[config.mk]
export PLATFORM = sky130hd
export DESIGN_NAME = uop_ctrl_sequencer
export DESIGN_NICKNAME = d
export VERILOG_FILES = /design/src/rtl/uop_ctrl_sequencer.sv
export SDC_FILE = /design/constraint.sdc
export NUM_CORES = 1
export LEC_CHECK = 0
export BUFFER_PORTS_ARGS = -buffer_cell sky130_fd_sc_hd__buf_2
export CORE_ASPECT_RATIO = 0.6
export CORE_MARGIN = 4
export CORE_UTILIZATION = 56
export CTS_CLUSTER_SIZE = 20
export DETAILED_ROUTE_END_ITERATION = 7
export GPL_TIMING_DRIVEN = 0
export PLACE_DENSITY_LB_ADDON = 0.12
export SYNTH_ARGS = -nofsm -noshare
export SYNTH_HDL_FRONTEND = slang
export SYNTH_SLANG_ARGS = --single-unit
[constraint.sdc]
create_clock -name clk -period 17.15 [get_ports clk]
set_clock_uncertainty 0.2 [all_clocks]
set_input_delay 2.5725 -clock clk [delete_from_list [all_inputs] [get_ports clk]]
set_output_delay 2.5725 -clock clk [all_outputs]
set_load 0.005 [all_outputs]
[src/rtl/uop_ctrl_sequencer.sv]
// Micro-op control sequencer: latches one instruction's packed control ROM line and issues one
// resolved uop per cycle over valid/ready. Define UOP_SEQ_PERF_EN to add perf_uops/perf_stall counters.
module uop_ctrl_sequencer #(
    parameter int NUM_UOPS = 3,
    parameter int OP_W     = 4,
    parameter int CNT_W    = 2
) (
    input  logic                         clk,
    input  logic                         rst,
    input  logic                         flush,
    input  logic                         in_valid,
    output logic                         in_ready,
    input  logic [CNT_W-1:0]             uop_cnt,
    input  logic [2*NUM_UOPS-1:0]        rom_sr_reg,
    input  logic [2*NUM_UOPS-1:0]        rom_sr_mem,
    input  logic [2*NUM_UOPS-1:0]        rom_size,
    input  logic [NUM_UOPS-1:0]          rom_no_over,
    input  logic [3*OP_W*NUM_UOPS-1:0]   rom_alu_op,
    input  logic [1:0]                   mod,
    input  logic                         mod_rm_pr,
    input  logic [2:0]                   reg_op,
    input  logic                         prefix_op_size,
    output logic                         out_valid,
    input  logic                         out_ready,
    output logic [1:0]                   out_sr_sel,
    output logic [1:0]                   out_size,
    output logic [OP_W-1:0]              out_alu_op,
    output logic [CNT_W-1:0]             out_idx,
    output logic                         out_last
`ifdef UOP_SEQ_PERF_EN
    ,
    output logic [15:0]                  perf_uops,
    output logic [15:0]                  perf_stall
`endif
);

    typedef enum logic {
        IDLE = 1'b0,
        SEQ  = 1'b1
    } state_t;

    localparam logic [CNT_W-1:0] MAX_CNT = CNT_W'(NUM_UOPS);

    state_t                       state_q, state_d;
    logic [CNT_W-1:0]             idx_q, idx_d;
    logic [CNT_W-1:0]             last_idx_q;
    logic [CNT_W-1:0]             eff_cnt;
    logic [2*NUM_UOPS-1:0]        sr_reg_q, sr_mem_q, size_q;
    logic [NUM_UOPS-1:0]          no_over_q;
    logic [3*OP_W*NUM_UOPS-1:0]   alu_op_q;
    logic                         mod_sel_q;
    logic                         prefix_q;
    logic [2:0]                   reg_op_q;
    logic                         fire;
    logic                         accept;
    logic                         grp_s0, grp_s1;
    int                           slot;

    // A zero count still carries one uop; oversize counts are clamped to the line width.
    always_comb begin
        eff_cnt = uop_cnt;
        if (uop_cnt == '0) begin
            eff_cnt = CNT_W'(1);
        end else if (uop_cnt > MAX_CNT) begin
            eff_cnt = MAX_CNT;
        end
    end

    assign out_valid = (state_q == SEQ);
    assign out_last  = out_valid && (idx_q == last_idx_q);
    assign fire      = out_valid && out_ready;
    assign in_ready  = (state_q == IDLE) || (fire && out_last);
    assign accept    = in_valid && in_ready && !flush;

    // NOTE: every variable gets a default before any branch so no latch is inferred.
    always_comb begin
        state_d = state_q;
        idx_d   = idx_q;
        if (flush) begin
            state_d = IDLE;
            idx_d   = '0;
        end else if (accept) begin
            state_d = SEQ;
            idx_d   = '0;
        end else if (fire && out_last) begin
            state_d = IDLE;
            idx_d   = '0;
        end else if (fire) begin
            idx_d   = idx_q + CNT_W'(1);
        end
    end

    // NOTE: sequential state uses non-blocking assignments so all registers update together.
    always_ff @(posedge clk) begin
        if (rst) begin
            state_q <= IDLE;
            idx_q   <= '0;
        end else begin
            state_q <= state_d;
            idx_q   <= idx_d;
        end
    end

    // NOTE: the line buffer carries no reset; it is only observed while out_valid is high.
    always_ff @(posedge clk) begin
        if (accept) begin
            sr_reg_q   <= rom_sr_reg;
            sr_mem_q   <= rom_sr_mem;
            size_q     <= rom_size;
            no_over_q  <= rom_no_over;
            alu_op_q   <= rom_alu_op;
            mod_sel_q  <= mod[1] & mod[0] & mod_rm_pr;
            prefix_q   <= prefix_op_size;
            reg_op_q   <= reg_op;
            last_idx_q <= eff_cnt - CNT_W'(1);
        end
    end

    // Group-opcode extension: reg 001/011 pick op2, 100/110 pick op3, anything else op1.
    assign grp_s0 = ~(reg_op_q[2] & reg_op_q[0]) & reg_op_q[0];
    assign grp_s1 = ~(reg_op_q[2] & reg_op_q[0]) & reg_op_q[2];

    always_comb begin
        slot       = int'(idx_q);
        out_sr_sel = '0;
        out_size   = '0;
        out_alu_op = '0;
        out_idx    = '0;
        if (out_valid) begin
            out_idx    = idx_q;
            out_sr_sel = mod_sel_q ? sr_reg_q[2*slot +: 2] : sr_mem_q[2*slot +: 2];
            if (prefix_q && !no_over_q[slot]) begin
                out_size = 2'b01;
            end else begin
                out_size = size_q[2*slot +: 2];
            end
            if (grp_s0) begin
                out_alu_op = alu_op_q[(3*slot+1)*OP_W +: OP_W];
            end else if (grp_s1) begin
                out_alu_op = alu_op_q[(3*slot+2)*OP_W +: OP_W];
            end else begin
                out_alu_op = alu_op_q[(3*slot)*OP_W +: OP_W];
            end
        end
    end

`ifdef UOP_SEQ_PERF_EN
    // Saturating event counters; flush does not disturb them.
    always_ff @(posedge clk) begin
        if (rst) begin
            perf_uops  <= '0;
            perf_stall <= '0;
        end else begin
            if (fire && perf_uops != 16'hFFFF) begin
                perf_uops <= perf_uops + 16'd1;
            end
            if (out_valid && !out_ready && perf_stall != 16'hFFFF) begin
                perf_stall <= perf_stall + 16'd1;
            end
        end
    end
`endif

endmodule

; ---- Word-level counts from Yosys, hierarchy flattened
; Cells that the tools add are included.
; Widths: inputs -> output; s select.
[totals]
ff_bits = 67
out_inout_bits = 13
[op_classes]
n_eq_ne = 1
n_mul = 1
addsub = 4
n_reduce_logical = 13
shift = 6
order_cmp = 2
n_mux = 14
bitwise_logic = 7
[op_table]
columns = op, n
row1 = $shiftx 36x32->4, 2
row2 = $shiftx 36x7->4, 1
row3 = $add 30x2->30 const B, 1
row4 = $add 30x3->30 const B, 1
row5 = $shiftx 6x4->2, 3
row6 = $mux 2, 7
row7 = $mux 4, 3
row8 = $logic_and 1x1->1, 6
row9 = $and 1x1->1, 5
row10 = $mul 2x2->4 const A, 1
row11 = $reduce_or 4->1, 1
row12 = $lt 2x3->1 const B, 1
row13 = $mux 1, 3
row14 = $add 2x1->2 const B, 1
row15 = $bmux 1 s2, 1
row16 = $eq 2x2->1, 1
row17 = $gt 2x2->1 const B, 1
row18 = $logic_not 1->1, 2
row19 = $logic_not 2->1, 1
row20 = $not 1->1, 2
row21 = $reduce_bool 2->1, 1
row22 = $reduce_or 2->1, 1
row23 = $sub 2x1->2 const B, 1
row24 = $logic_or 1x1->1, 1

; ---- Logic depth before layout (Yosys ltp)
; Gate-level depths: netlist of run 1.
[logic_depth]
depth_word = 7
depth_mapped = 8
mapped_depth_nobuf = 7

; ---- Worst setup path after synthesis of run 1
; No wires, ideal clock.
[synth_timing]
path_type = input port to flip-flop
startpoint = input port out_ready
endpoint = register alu_op_q[0], enable pin
stages = 2
slack_ns = 9.065
arrival_ns = 7.309
cell_sequence = a31oi_2 nor3b_1
[synth_between]
elab_chain_len = 5
[synth_lines]
columns = element, line
row1 = start: declaration, 24  ; input logic out_ready,
row2 = $logic_and 1x1->1, 71  ; assign fire = out_valid && out_ready;
row3 = $logic_and 1x1->1, 72  ; assign in_ready = (state_q == IDLE) || (fire && out_last);
row4 = $logic_or 1x1->1, 72
row5 = $logic_and 1x1->1 (2 in series), 73  ; assign accept = in_valid && in_ready && !flush;
row6 = named net accept, 55  ; logic accept;
row7 = end signal: assignment, 111  ; alu_op_q <= rom_alu_op;
row8 = end: declaration, 50  ; logic [3*OP_W*NUM_UOPS-1:0] alu_op_q;
; The timed path passes the listed nets, and every way through them passes these cells.
; A chain may end at the register's enable or synchronous reset.

; ---- Final worst setup path of run 1
[layout_timing]
startpoint = input port out_ready
endpoint = output port in_ready
[layout_between]
elab_chain_len = 3
[layout_lines]
columns = element, line
row1 = $logic_and 1x1->1, 71
row2 = $logic_and 1x1->1, 72
row3 = $logic_or 1x1->1, 72
row4 = end: declaration, 12  ; output logic in_ready,
; Every way passes these cells.

==> impl_metrics.yaml, run 1 <==
timing:
  tightest_slew_ns: 0.554
  relSlewSlack: 0.631
  fin_tns_setup_ns: 0
  fin_crit_ns: 5.87
  maxSlewViolCount: 0
  fin_crit_sh: 0.342
  setup_viol: 0
  finalHoldViolCount: 0
  max_freq_mhz: 170
  rsz0062_at_grt: "no"
clock_tree:
  cts-root-buf: "clkbuf_8"
  htreeDepth: 3
  clk_pin_slew_ns: 0.07
  cts_buffer_depth: 2
  post_cts_buffers: 0
  cts_tree: "built"
  cts_sinks: 66
  cts.hold.buffers_added: 0
  postCtsResizedCells: 0
  cts_buffers: 9
  insertion_delay_ns: 0.34
pwr:
  p_clk_frac: 0.383
  p_leak_nw: 1.39
  p_switching_mw: 0.0774
  combPwrFrac: 0.068
  power_density_mw_per_mm2: 91.9
  p_seq_frac: 0.549
  ir_drop_v: 0.0000581
  swShare: 0.226
  internal-power_mw: 0.265
worst_setup_path:
  r2r_start: "out_valid"
  cp.required_ns: 14.38
  rr_endpoint: "alu_op_q[7]"
  critPathKind: "input pin to output pin"
  critical_path.top_delay_family: "buffers and inverters"
  cp.arrival_ns: 3.10
  start_kind: "input pin"
  critical-path-slowest-cell: "a31oi_2"
  r2r_cells: 5
  cp-end-kind: "output pin"
  crit_buf_inv: 3
  cpMostUsedCell: "buf_2"
  path_cells: "buf_2 > a31oi_2 > inv_1 > buf_2"
  cpPeakStageDelay_ns: 0.21
  critPathMaxFanout: 4
  reg2reg_slack_ns: 14.96
run:
  drv_cap: 0
logic_synthesis:
  syn-num-nets: 272
  yosysWarnings: 0
  async_reset_ff_frac: 0
  synth_area_per_cell_um2: 15.1
  synth_top_area_share: 0.637
  synth_edf_count: 63
  synth_area_mm2: 0.00297
  synth_cells: 197
  ys_top_cells_by_area: "edfxtp_1, mux2i_1, mux4_2"
  ys_ff_latch: 66
  yosys.area.top_type: "edfxtp_1"
  ys_types: 42
  synth_seq_area_share: 0.657
  synthFlopType: "edfxtp_1"
routing:
  drt-total-wl_um: 6650
  vias: 2097
  drt-pass1-iter-count: 5
  met1_length_um: 2920
  drc: 0
  drtIter0Drc: 189
  post_drt_wl_per_cell_um: 18.2
  ant_nets: 0
  routed_via_density: 5.73
  routed.top_layer: "met4"
  dr_wl_met3_um: 782
  route.met2.wl_um: 2890
floorplan:
  start_util: 0.582
  rows: 20
  die_x_um: 102
  die_area_mm2: 0.00657
  die_h_um: 64.4
  ioPinCount: 84
  core_mm2: 0.00510
hold_path:
  min_to: "idx_q[1]"
  hp-class: "flip-flop to flip-flop"
  hold_depth: 2
  hp-start: "out_valid"
placement:
  globalplace.congestion: 0.812
  dpl-instance-area_mm2: 0.00353
  port_buffers: 82
  dp.final_hpwl_um: 4760
finish:
  area_growth_pct: 25.4
  final_cell_area_mm2: 0.00373
  nNetsFinal: 370
  drive_above_1_share: 0.403
  antenna_cells: 0
run_status:
  status: "finished clean"
global_route:
  grt_pass1_vias: 2000
  grt.total_usage: 0.215
  grt_antenna_before_repair: 0
  grt_overflow_total: 0
  grt_max_degree: 15
  grt_pass1_wl_um: 10300
state kept, by name (all words and copies together) (netlist names):
signal	count
reg_op_q	2
idx_q	2
out_valid	1
sr_mem_q	6
alu_op_q	36
sr_reg_q	6
last_idx_q	2
prefix_q	1
size_q	6
no_over_q	3
mod_sel_q	1
worst min-delay path, cell delays in order (launching register included):
cell	delay, ns
dfxtp_1	0.41
a21oi_1	0.17
a311oi_1	0.05
final cells by class:
cell class	instances	area, um^2
buffer	9	58.8
clock buffer	9	124
clock inverter	7	77.6
fill	348	1380
inverter	5	18.8
multi-input combinational	117	947
sequential	66	1950
tap	66	82.6
timing repair buffer	87	467
per-stage QoR:
step | utilization | std cells | total power, mW | hold slack (ns) | setup slack [ns]
after CTS | 0.730 | 366 | 0.346 | 0.480 | 11.28
after global routing | 0.730 | 366 | 0.357 | 0.512 | 11.21
after detailed placement | 0.691 | 350 | 0.215 | 0.469 | 11.28
after floorplan | - | 197 | 0.202 | 0.367 | 9.07
after global placement | 0.679 | 345 | 0.214 | 0.442 | 7.29
final | 0.730 | 366 | 0.342 | 0.473 | 11.28
power by group through the flow:
stage,Combinational (mW),Clock [mW],Sequential (mW)
2_1_floorplan,0.0104,0,0.191
3_5_place_dp,0.0232,0,0.191
5_1_grt,0.0257,0.142,0.189
4_1_cts,0.0234,0.134,0.188
6_report,0.0233,0.131,0.188
3_3_place_gp,0.0211,0,0.193
cells in the final DEF (no fill, tap or decap), drive strengths merged, types with 4 or more instances in the layout:
| cell type | instances |
|---|---|
| nor2 | 11 |
| clkinv | 4 |
| o2bb2ai | 4 |
| inv | 6 |
| nand2b | 4 |
| ha | 4 |
| nor2b | 5 |
| nor3 | 4 |
| mux2i | 19 |
| clkbuf | 12 |
| a311oi | 5 |
| edfxtp | 63 |
| o21ai | 6 |
| buf | 93 |
| nand2 | 7 |
| mux4 | 6 |
| a21oi | 13 |
Yosys cell counts (all sizes together) (4+ instances only):
master	number
o2bb2ai	4
a21oi	13
nor2	11
o21ai	6
edfxtp	63
nand2b	4
nor3	4
a311oi	5
mux4	6
inv	4
nor2b	5
buf	6
mux2i	19
nand2	7
ha	4
layer usage:
layer | vias up | global-route usage
met2 | 113 | 0.299
met4 | 0 | 0.0589
met5 | - | 0
met3 | 6 | 0.0806
met1 | 997 | 0.318
li1 | 981 | -
worst max path at each step:
stage | depth (start not counted) | to | from
2_1_floorplan | 2 | alu_op_q[0] | out_ready
6_report | 4 | in_ready | out_ready
5_1_grt | 4 | in_ready | out_ready
3_5_place_dp | 4 | in_ready | out_ready
3_3_place_gp | 3 | alu_op_q[28] | out_ready
4_1_cts | 4 | in_ready | out_ready
cells by family after synthesis:
group / share of synthesized area
flip-flops: 0.657
AND/OR/NAND/NOR: 0.0846
AO/OA/AOI/OAI: 0.0935
multiplexers: 0.113
buffers and inverters: 0.0261
adder cells (fa/ha/maj): 0.0168
XOR/XNOR: 0.00884
Power figures use the tool's default switching activity.
==> run 2: changes to the inputs <==
--- a/config.mk
+++ b/config.mk
@@ -8,7 +8,7 @@
 export BUFFER_PORTS_ARGS = -buffer_cell sky130_fd_sc_hd__buf_2
 export CORE_ASPECT_RATIO = 0.6
 export CORE_MARGIN = 4
-export CORE_UTILIZATION = 56
+export CORE_UTILIZATION = 47
 export CTS_CLUSTER_SIZE = 20
 export DETAILED_ROUTE_END_ITERATION = 7
 export GPL_TIMING_DRIVEN = 0
==> constraint.sdc (replaced) <==
create_clock -name clk -period 5.4 [get_ports clk]
set_clock_uncertainty 0.2 [all_clocks]
set_input_delay 0.81 -clock clk [delete_from_list [all_inputs] [get_ports clk]]
set_output_delay 0.81 -clock clk [all_outputs]
set_load 0.005 [all_outputs]
==> run 2 against run 1 <==
Effect of this change: clock-buffer cell count grew 1; cell area increased by 0.64%; worst setup slack worse by 9.8 ns; via count decreased by 2.5%.
==> impl_metrics.yaml, run 2 (synthesis results as in run 1) <==
placement:
  globalplace.congestion: 0.816
  dpl-instance-area_mm2: 0.00356
  pre_cts_slack_ns: 1.83
  port_buffers: 82
  dp.final_hpwl_um: 4860
pwr:
  power_density_mw_per_mm2: 287
  ir_drop_v: 0.000167
  p_leak_nw: 1.38
clock_tree:
  cts-root-buf: "clkbuf_8"
  cts_tree: "built"
  insertion_delay_ns: 0.34
  cts_buffers: 9
  htreeDepth: 3
  post_cts_buffers: 0
  cts_buffer_depth: 2
  clk_pin_slew_ns: 0.07
  postCtsResizedCells: 0
  cts.hold.buffers_added: 0
  cts_sinks: 66
finish:
  final_cell_mix: "buf_2, edfxtp_1, mux2i_1, a21oi_1, nor2_1"
  regMostFlops: "alu_op_q"
  drive_above_1_share: 0.396
  utilization: 0.614
  area_growth_pct: 26.2
  final_cell_area_mm2: 0.00375
  antenna_cells: 0
  nNetsFinal: 368
  multi_input_area_um2: 953
  n_fill_cell: 506
  regArea_mm2: 0.00195
  final_common_cell: "buf_2"
  largest_reg_flops: 36
run:
  drv_cap: 0
global_route:
  grt_max_degree: 23
  grt_pass1_vias: 2001
  grt_antenna_before_repair: 0
  grt_pass1_wl_um: 10400
  grt_util_met1: 0.251
  grt.total_usage: 0.182
  grtUsageMet2: 0.250
  met3_usage: 0.0811
  busiest_layer: "met1"
  grt_overflow_total: 0
timing:
  setup_viol: 0
  max_freq_mhz: 254
  fin_crit_sh: 0.730
  fin_ws_ns: 1.46
  fin_tns_setup_ns: 0
  rsz0062_at_grt: "no"
  fin_crit_ns: 3.94
  maxSlewViolCount: 0
  tightest_slew_ns: 0.541
  finalHoldViolCount: 0
  relSlewSlack: 0.640
routing:
  post_drt_wl_per_cell_um: 17.4
  vias: 2044
  drt-total-wl_um: 6660
  drt-pass1-iter-count: 4
  drc: 0
  ant_nets: 0
  drtIter0Drc: 154
  routed_via_density: 5.35
worst_setup_path:
  cp.arrival_ns: 2.93
  critPathKind: "flip-flop to output pin"
  r2r_start: "idx_q[0]"
  reg2reg_slack_ns: 3.14
  r2r_cells: 6
  cp-end-kind: "output pin"
  rr_endpoint: "no_over_q[2]"
  startpoint: "idx_q[1]"
  start_kind: "flip-flop"
  critPathMaxFanout: 10
  cp.required_ns: 4.39
floorplan:
  start_util: 0.486
  rows: 22
  core_mm2: 0.00611
  die_area_mm2: 0.00770
  die_x_um: 111
  ioPinCount: 84
  die_h_um: 69.6
hold_path:
  hp-class: "input pin to flip-flop"
  min_to: "reg_op_q[0]"
  hold_depth: 1
  hp-start: "reg_op[0]"
run_status:
  status: "finished clean"
## run 2: cell count changes in the layout (fill, tap and decap cells not counted), sizes merged
cell,previous run,this run
buf,93,91
clkbuf,12,13
clkinvlp,1,2
inv,6,4
## run 2: power breakdown
group	leakage (nW)	total [mW]	switching, mW	internal, mW
sequential	0.612	0.597	0.0101	0.586
combinational	0.673	0.0757	0.0360	0.0397
clock	0.0925	0.406	0.192	0.214
total	1.38	1.08	0.238	0.840
## run 2: final cells by class
type	count	area share
timing repair buffer	85	0.125
clock inverter	6	0.0180
buffer	9	0.0157
clock buffer	10	0.0340
inverter	5	0.00500
multi-input combinational	117	0.254
sequential	66	0.520
tap	84	0.0280
## run 2: stage by stage
step                power, mW  cells  hold WS [ns]
floorplan               0.639    197         0.367
global placement        0.678    363         0.435
detailed placement      0.683    366         0.449
CTS                      1.09    382         0.412
global route             1.12    382         0.410
finish                   1.08    382         0.435
## run 2: critical path: stages, from the launching register on
cell	delay (ns)
dfxtp_1	0.42
clkbuf_1	0.46
inv_1	0.19
ha_1	0.23
buf_4	0.19
nor2b_1	0.19
a221oi_1	0.26
o221ai_1	0.15
a311oi_1	0.32
buf_2	0.18
## run 2: worst max-delay path by stage
stage | to | slack (ns)
floorplan | alu_op_q[0] | 1.33
CTS | out_alu_op[1] | 1.44
detailed placement | out_alu_op[1] | 1.83
global placement | alu_op_q[18] | 0.23
finish | out_alu_op[1] | 1.46
global route | out_alu_op[1] | 1.17
## run 2: metal layers
layer	routed length, um	vias up
li1	-	976
met1	3130	964
met2	2880	92
met3	540	12
met4	106	0
met5	0	-
